$ cat src/rtl/change_dispenser.sv
// Change dispenser: pays credit minus PRICE as 25/10/5 coins through per-coin
// req/ack hopper handshakes, with a sticky fault on unpayable change or hopper timeout.
module change_dispenser #(
    parameter int unsigned PRICE   = 50,
    parameter int unsigned AMT_W   = 7,
    parameter int unsigned TIMEOUT = 255
) (
    input  logic             clk,
    input  logic             reset,
    input  logic             start,
    input  logic [AMT_W-1:0] credit,
    input  logic             clear_fault,
    input  logic             empty_25,
    input  logic             empty_10,
    input  logic             empty_5,
    input  logic             eject_ack,
    output logic             eject_25,
    output logic             eject_10,
    output logic             eject_5,
    output logic [AMT_W-1:0] owed,
    output logic             busy,
    output logic             done,
    output logic             fault
);

    localparam int unsigned CNT_W = (TIMEOUT > 1) ? $clog2(TIMEOUT) : 1;

    typedef enum logic [2:0] {
        IDLE,
        SELECT,
        EJECT,
        GAP,
        DONE,
        FAULT
    } state_t;

    typedef enum logic [1:0] {
        COIN_25,
        COIN_10,
        COIN_5
    } coin_t;

    state_t           state;
    state_t           state_nx;
    coin_t            coin;
    coin_t            coin_nx;
    logic [AMT_W-1:0] owed_nx;
    logic [CNT_W-1:0] tcnt;
    logic [CNT_W-1:0] tcnt_nx;
    logic [AMT_W-1:0] coin_val_c;

    // Face value of the latched denomination
    always_comb begin
        coin_val_c = AMT_W'(5);
        case (coin)
            COIN_25: coin_val_c = AMT_W'(25);
            COIN_10: coin_val_c = AMT_W'(10);
            default: coin_val_c = AMT_W'(5);
        endcase
    end

    // Next-state, denomination selection, owed and timeout bookkeeping
    always_comb begin
        state_nx = state;
        coin_nx  = coin;
        owed_nx  = owed;
        tcnt_nx  = tcnt;
        case (state)
            IDLE: begin
                if (start) begin
                    owed_nx  = (credit >= AMT_W'(PRICE)) ? credit - AMT_W'(PRICE) : '0;
                    state_nx = SELECT;
                end
            end
            SELECT: begin
                tcnt_nx = '0;
                if (owed == '0) begin
                    state_nx = DONE;
                end else if (owed >= AMT_W'(25) && !empty_25) begin
                    coin_nx  = COIN_25;
                    state_nx = EJECT;
                end else if (owed >= AMT_W'(10) && !empty_10) begin
                    coin_nx  = COIN_10;
                    state_nx = EJECT;
                end else if (owed >= AMT_W'(5) && !empty_5) begin
                    coin_nx  = COIN_5;
                    state_nx = EJECT;
                end else begin
                    state_nx = FAULT;
                end
            end
            EJECT: begin
                if (eject_ack) begin
                    owed_nx  = owed - coin_val_c;
                    state_nx = GAP;
                end else if (tcnt == CNT_W'(TIMEOUT - 1)) begin
                    state_nx = FAULT;
                end else begin
                    tcnt_nx = tcnt + CNT_W'(1);
                end
            end
            GAP:  state_nx = SELECT;
            DONE: state_nx = IDLE;
            FAULT: begin
                if (clear_fault) begin
                    owed_nx  = '0;
                    state_nx = IDLE;
                end
            end
            default: state_nx = IDLE;
        endcase
    end

    // State register; outputs are decoded from the next state so they are flopped
    always_ff @(posedge clk or posedge reset) begin
        if (reset) begin
            state    <= IDLE;
            coin     <= COIN_25;
            owed     <= '0;
            tcnt     <= '0;
            eject_25 <= 1'b0;
            eject_10 <= 1'b0;
            eject_5  <= 1'b0;
            busy     <= 1'b0;
            done     <= 1'b0;
            fault    <= 1'b0;
        end else begin
            state    <= state_nx;
            coin     <= coin_nx;
            owed     <= owed_nx;
            tcnt     <= tcnt_nx;
            eject_25 <= (state_nx == EJECT) && (coin_nx == COIN_25);
            eject_10 <= (state_nx == EJECT) && (coin_nx == COIN_10);
            eject_5  <= (state_nx == EJECT) && (coin_nx == COIN_5);
            busy     <= (state_nx == SELECT) || (state_nx == EJECT) ||
                        (state_nx == GAP) || (state_nx == DONE);
            done     <= (state_nx == DONE);
            fault    <= (state_nx == FAULT);
        end
    end

endmodule

$ cat config.mk
export PLATFORM = sky130hd
export DESIGN_NAME = change_dispenser
export DESIGN_NICKNAME = d
export VERILOG_FILES = /design/src/rtl/change_dispenser.sv
export SDC_FILE = /design/constraint.sdc
export NUM_CORES = 1
export LEC_CHECK = 0
export CAP_MARGIN = 20
export CORE_ASPECT_RATIO = 0.7
export CORE_MARGIN = 2
export CORE_UTILIZATION = 40
export DETAILED_ROUTE_END_ITERATION = 12
export GPL_TIMING_DRIVEN = 0
export HOLD_SLACK_MARGIN = 0.12
export PLACE_DENSITY = 0.73
export SYNTH_ARGS = -nofsm -noshare
export SYNTH_HDL_FRONTEND = slang
export SYNTH_SLANG_ARGS = --single-unit
$ cat constraint.sdc
create_clock -name clk -period 2.5 [get_ports clk]
set_clock_uncertainty 0.15 [all_clocks]
set_input_delay 0.625 -clock clk [delete_from_list [all_inputs] [get_ports clk]]
set_output_delay 0.625 -clock clk [all_outputs]
set_load 0.02 [all_outputs]
==> impl_metrics.py, run 1 <==
metrics = {
    "global_routing": {
        "grt_use_total_pct": 16.4,
        "grt_pass1_vias": 1228,
        "grt_max_degree": 27,
        "antenna_found_initial": 0,
        "grt_overflow_total": 0,
        "grt_pass1_wl_um": 6010,
    },
    "synthesis": {
        "synth.avg_cell_area_um2": 9.89,
        "ys_seq_elements": 26,
        "synth_edf_count": 0,
        "synth-seq-area-share_pct": 38.7,
        "synthesis.nets": 194,
        "synth-async-reset-ratio_pct": 100,
        "ys.warnings.count": 0,
        "syn_inst": 170,
        "ys.flop_type": "dfrtp_1",
        "synth_cell_types": 47,
        "syn-cell-area_um2": 1680,
    },
    "final_layout": {
        "final_common_cell": "clkdlybuf4s50_1",
        "syn2layout_area_growth_pct": 27.4,
        "drive_above_1_share_pct": 13.8,
        "seq_area_um2": 651,
        "n_antenna_cell": 0,
        "multi_input_area_um2": 987,
        "fin_util_pct": 54.0,
        "fin_nets": 228,
        "final_cell_mix": "27 x clkdlybuf4s50_1, 26 x dfrtp_1, 14 x inv_1, 12 x nor2_1, 12 x o21ai_0",
        "fill_cells": 369,
        "stdcell_area_um2": 2140,
    },
    "setup_path": {
        "startpoint_type": "flip-flop",
        "reg2reg_slack_ns": 0.12,
        "path_class": "flip-flop to flip-flop",
        "worstPathMaxFanout": 4,
        "r2r_start": "coin[1]",
        "rr_worst_depth": 11,
        "crit_path_end_kind": "flip-flop",
        "endpoint": "owed[6]",
        "crit_start": "coin[1]",
        "r2r-end": "owed[6]",
        "worstPathArrival_ns": 2.40,
        "cp.required_ns": 2.51,
    },
    "die": {
        "num_rows": 19,
        "core_area_um2": 3970,
        "start_util_pct": 42.4,
        "dieArea_um2": 4750,
        "die_w_um": 81.5,
        "ios": 28,
        "die_h_um": 58.2,
    },
    "timing": {
        "worst_slew_pin_slew_ns": 0.496,
        "slew_headroom_pct": 66.7,
        "fmax_ghz": 0.420,
        "setup_viol": 0,
        "rsz0062_at_grt": "true",
        "slew_viol_final": 0,
        "hold_violations": 0,
        "min_period_over_period_pct": 95.3,
        "finalCriticalPeriod_ns": 2.38,
    },
    "route": {
        "viasPerCell": 5.31,
        "routed_wl_um": 3450,
        "vias": 1353,
        "postRouteAntennaNets": 0,
        "drt_iter0_markers": 58,
        "wire_per_inst_um": 13.5,
        "drc_errors": 0,
        "dr.pass1.iters": 4,
    },
    "placed_design": {
        "post_dp_cell_area_um2": 2020,
        "port_buffers": 27,
        "gp_congestion": 0.849,
        "dp_hpwl_um": 2660,
    },
    "cts": {
        "numClockSinks": 26,
        "clockBufferDepth": 2,
        "clk_pin_slew_ns": 0.09,
        "clockRootBuffer": "clkbuf_8",
        "cts_tree": "done",
        "htree_num_levels": 1,
        "ctsHoldBuffers": 0,
        "cts_made_buffers": 3,
        "clk_latency_ns": 0.27,
    },
    "power_and_ir_drop": {
        "p_per_area_nw_per_um2": 1250,
        "irDropWorstVdd_v": 0.000787,
        "p_leak_nw": 0.908,
    },
    "worst_hold_path": {
        "holdCritStartpoint": "tcnt[6]",
        "hp-class": "flip-flop to flip-flop",
    },
    "flow_run": {
        "drv_cap": 0,
    },
    "run_status": {
        "status": "completed",
    },
}
-- critical path: stages (launching register included) --
cell and delay, ns:
dfrtp_1 0.40, inv_1 0.09, nand2_2 0.11, ha_1 0.15
inv_1 0.05, fa_1 0.39, a21o_1 0.19, a21oi_2 0.18
nor2b_1 0.07, nor3_2 0.14, o21ai_0 0.10, a22o_1 0.25
-- cells by family after synthesis --
group,after synthesis,share of synthesized area [%]
flip-flops,26,38.7
AO/OA/AOI/OAI,49,22.3
adder cells (fa/ha/maj),9,7.14
buffers and inverters,16,3.72
XOR/XNOR,10,5.21
multiplexers,2,1.19
AND/OR/NAND/NOR,58,21.7
-- area by class of cell --
cell class              instances  area share, %
clock inverters                 1           1.40
plain buffers                   2          0.467
well taps                      52           3.04
flip-flops and latches         26           30.4
clock buffers                   3           1.93
inverters                      14           2.45
multi-input cells             128           46.1
repair buffers                 29           14.3
-- flip-flops by register name (all words and copies together) (netlist names) --
| name | flops |
|---|---|
| done | 1 |
| eject_25 | 1 |
| eject_10 | 1 |
| fault | 1 |
| owed | 7 |
| tcnt | 8 |
| coin | 2 |
| state | 3 |
| eject_5 | 1 |
| busy | 1 |
-- stage by stage --
step           worst slack, ns  hold WS [ns]  instances  TNS (ns)  power (mW)
2_1_floorplan            0.196         0.307        170         0        1.85
3_3_place_gp            -0.229         0.337        249     -1.38        2.25
3_5_place_dp            -0.236         0.347        249     -1.52        2.28
4_1_cts                0.00504         0.362        253         0        2.65
5_1_grt                -0.0483         0.405        255   -0.0483        2.88
6_report                 0.117         0.369        255         0        2.67
-- routing by layer --
layer  GRT usage, %  share of wire, %
met1           24.9                51
met2           24.2                45
met3           3.89               3.4
met4           2.18              0.43
met5              0                 0
-- cell usage after synthesis, types with 3 or more instances --
cell / instances / area (um2)
ha_1: 8 / 100
o32ai_1: 3 / 26.3
o21a_1: 4 / 30.0
xor2_1: 7 / 61.3
dfrtp_1: 26 / 651
inv_1: 14 / 52.6
nor3_1: 5 / 25.0
nand3_1: 4 / 20.0
xnor2_1: 3 / 26.3
nand3b_1: 3 / 22.5
nand4_1: 4 / 25.0
o21ai_0: 12 / 60.1
o221ai_1: 3 / 26.3
nor2_1: 12 / 45.0
nand2_1: 9 / 33.8
a21oi_1: 9 / 45.0
-- worst min-delay path by stage --
stage               to  slack, ns  depth (start not counted)
2_1_floorplan  tcnt[6]       0.31                          1
3_3_place_gp   tcnt[6]       0.34                          1
3_5_place_dp   tcnt[6]       0.35                          1
4_1_cts        tcnt[6]       0.36                          1
5_1_grt        tcnt[6]       0.40                          1
6_report       tcnt[6]       0.37                          1
-- repair_timing --
item,4_1_cts,5_1_grt
endpoints found under the setup margin,1,7
endpoints found under the hold margin,0,0
pin swaps,0,1
gates resized for setup,1,3
setup buffers,0,1
-- report_power, final --
group | internal, mW | switching, mW
sequential | 0.561 | 0.194
combinational | 0.733 | 0.837
clock | 0.214 | 0.129
total | 1.51 | 1.16
Note: power is estimated with default switching activity, not from simulation.
==> inputs of run 2 (changes only) <==
Settings changed: CORE_MARGIN 2 to 8.
==> run 2 against run 1 <==
Against the previous run: wire length up 8.6%; sequential cell count unchanged; clock power down 21%; via count down 0.37%; total power down 0.90%; design area down 0.41%; non-clock buffer count up 1; final cell count up 0.39%; die area up 38%.
==> impl_metrics.py, run 2 (synthesized netlist as in run 1, its figures left out) <==
metrics = {
    "run_status": {
        "status": "completed",
    },
    "final_layout": {
        "syn2layout_area_growth_pct": 26.9,
        "largest_register_ffs": 8,
        "final_cell_mix": "27 x clkdlybuf4s50_1, 26 x dfrtp_1, 14 x inv_1, 12 x nor2_1, 12 x o21ai_0",
        "stdcell_area_um2": 2130,
        "reg_top3": "tcnt: 8 flops, owed: 7 flops, state: 3 flops",
        "n_antenna_cell": 0,
        "largest_register": "tcnt",
        "fill_cells": 335,
        "drive_above_1_share_pct": 14.2,
        "fin_nets": 229,
        "final_common_cell": "clkdlybuf4s50_1",
        "final_cells": 256,
    },
    "timing": {
        "slew_viol_final": 0,
        "rsz0062_at_grt": "false",
        "setup_viol": 0,
        "min_period_over_period_pct": 94.5,
        "fmax_ghz": 0.423,
        "slew_headroom_pct": 67.5,
        "worst_slew_pin_slew_ns": 0.486,
        "hold_violations": 0,
        "finalCriticalPeriod_ns": 2.36,
    },
    "die": {
        "core_area_um2": 3970,
        "die_w_um": 93.5,
        "ios": 28,
        "num_rows": 19,
        "die_h_um": 70.2,
        "dieArea_um2": 6570,
        "start_util_pct": 42.4,
    },
    "placed_design": {
        "post_dp_cell_area_um2": 2020,
        "placed_cells": 249,
        "port_buffers": 27,
        "dp_hpwl_um": 2790,
        "gp_congestion": 0.859,
    },
    "flow_run": {
        "drv_cap": 0,
    },
    "cts": {
        "numClockSinks": 26,
        "htree_num_levels": 1,
        "clockRootBuffer": "clkbuf_8",
        "ctsHoldBuffers": 0,
        "clk_pin_slew_ns": 0.09,
        "clockBufferDepth": 2,
        "cts_tree": "done",
        "cts_made_buffers": 3,
        "clk_latency_ns": 0.27,
    },
    "power_and_ir_drop": {
        "intPower_mw": 1.44,
        "p_per_area_nw_per_um2": 1240,
        "irDropWorstVdd_v": 0.000804,
        "sw_frac_of_total_pct": 45.4,
        "p_clk_share_pct": 10.3,
        "net-switching-power_mw": 1.20,
        "p_comb_share_pct": 61.0,
        "seqPwrFrac_pct": 28.7,
        "p_leak_nw": 0.906,
    },
    "worst_hold_path": {
        "hp-class": "flip-flop to flip-flop",
    },
    "route": {
        "viasPerCell": 5.27,
        "drt-met1-wl_um": 1880,
        "drt_iter0_markers": 64,
        "met2_length_um": 1670,
        "wire_per_inst_um": 14.6,
        "dr.pass1.iters": 4,
        "routed.top_layer": "met4",
        "postRouteAntennaNets": 0,
        "route.met3.wl_um": 173,
        "drc_errors": 0,
        "vias": 1348,
        "routed_wl_um": 3750,
    },
    "global_routing": {
        "grt_max_degree": 27,
        "grt_overflow_total": 0,
        "grt_use_total_pct": 11.6,
        "grt_pass1_wl_um": 6250,
        "antenna_found_initial": 0,
        "grt_pass1_vias": 1262,
    },
    "setup_path": {
        "worstPathArrival_ns": 2.38,
        "endpoint": "owed[6]",
        "crit_start": "coin[1]",
        "cpMaxStageDelayCell": "dfrtp_1",
        "worstPathMaxFanout": 4,
        "r2r_start": "coin[1]",
        "crit_buf_inv": 2,
        "cp.required_ns": 2.52,
        "startpoint_type": "flip-flop",
        "r2r-end": "owed[6]",
        "cpLargestDelayFamily": "compound AO/OA/AOI/OAI gates",
        "reg2reg_slack_ns": 0.14,
        "path_depth": 11,
        "cpPeakStageDelay_ns": 0.40,
        "rr_worst_depth": 11,
        "crit_path_end_kind": "flip-flop",
        "path_class": "flip-flop to flip-flop",
        "path_common_cell": "inv_1",
        "path_cells": "inv_1 > nand2_2 > ha_1 > inv_1 > fa_1 > a21o_1 > a21oi_2 > nor2b_1 > nor3_2 > o21ai_0 > a22o_1",
    },
}
run 2: final cells by class:
| cell class | count | area [um2] | share of cell area, % |
|---|---|---|---|
| Inverter | 14 | 52.6 | 2.46 |
| Sequential cell | 26 | 651 | 30.5 |
| Clock buffer | 4 | 55.1 | 2.58 |
| Timing Repair Buffer | 30 | 313 | 14.7 |
| Buffer | 2 | 10.0 | 0.469 |
| Tap cell | 52 | 65.1 | 3.05 |
| Multi-Input combinational cell | 128 | 987 | 46.3 |
run 2: power by group through the flow:
stage / combinational (mW) / sequential (mW) / clock [mW]
global placement: 1.50 / 0.751 / 0
global route: 1.77 / 0.779 / 0.301
CTS: 1.56 / 0.744 / 0.277
detailed placement: 1.54 / 0.748 / 0
floorplan: 1.03 / 0.820 / 0
finish: 1.61 / 0.759 / 0.272
run 2: worst reg2reg max path, stage by stage, from the launching register on:
cell	delay, ns
dfrtp_1	0.40
inv_1	0.08
nand2_2	0.10
ha_1	0.14
inv_1	0.05
fa_1	0.39
a21o_1	0.20
a21oi_2	0.18
nor2b_1	0.08
nor3_2	0.13
o21ai_0	0.10
a22o_1	0.25
run 2: timing repair:
action / in CTS / in global routing
setup buffers: 0 / 2
endpoints found under the setup margin: 1 / 5
resized for setup: 1 / 3
pin swaps: 0 / 1
run 2: how the worst min path moves through the flow:
stage	start	to	slack, ns	depth (start not counted)
3_5_place_dp	tcnt[6]	tcnt[6]	0.34	1
4_1_cts	tcnt[6]	tcnt[6]	0.35	1
5_1_grt	tcnt[6]	tcnt[6]	0.37	1
6_report	tcnt[6]	tcnt[6]	0.35	1
3_3_place_gp	tcnt[6]	tcnt[6]	0.34	1
2_1_floorplan	tcnt[6]	tcnt[6]	0.31	1
run 2: metal layers:
layer / up-vias / GRT usage [%]
li1: 688 / -
met1: 638 / 16.1
met2: 19 / 16.4
met3: 3 / 4.59
met4: 0 / 1.96
met5: - / 0
run 2: per-stage QoR:
stage | power, mW | hold slack [ns] | setup TNS, ns | worst slack [ns] | util (%)
floorplan | 1.85 | 0.307 | 0 | 0.196 | -
global placement | 2.26 | 0.337 | -1.39 | -0.232 | 50.8
detailed placement | 2.28 | 0.336 | -1.58 | -0.248 | 50.8
CTS | 2.58 | 0.352 | 0 | 0.00857 | 52.3
global route | 2.85 | 0.368 | 0 | 0.00695 | 53.7
finish | 2.64 | 0.350 | 0 | 0.138 | 53.7
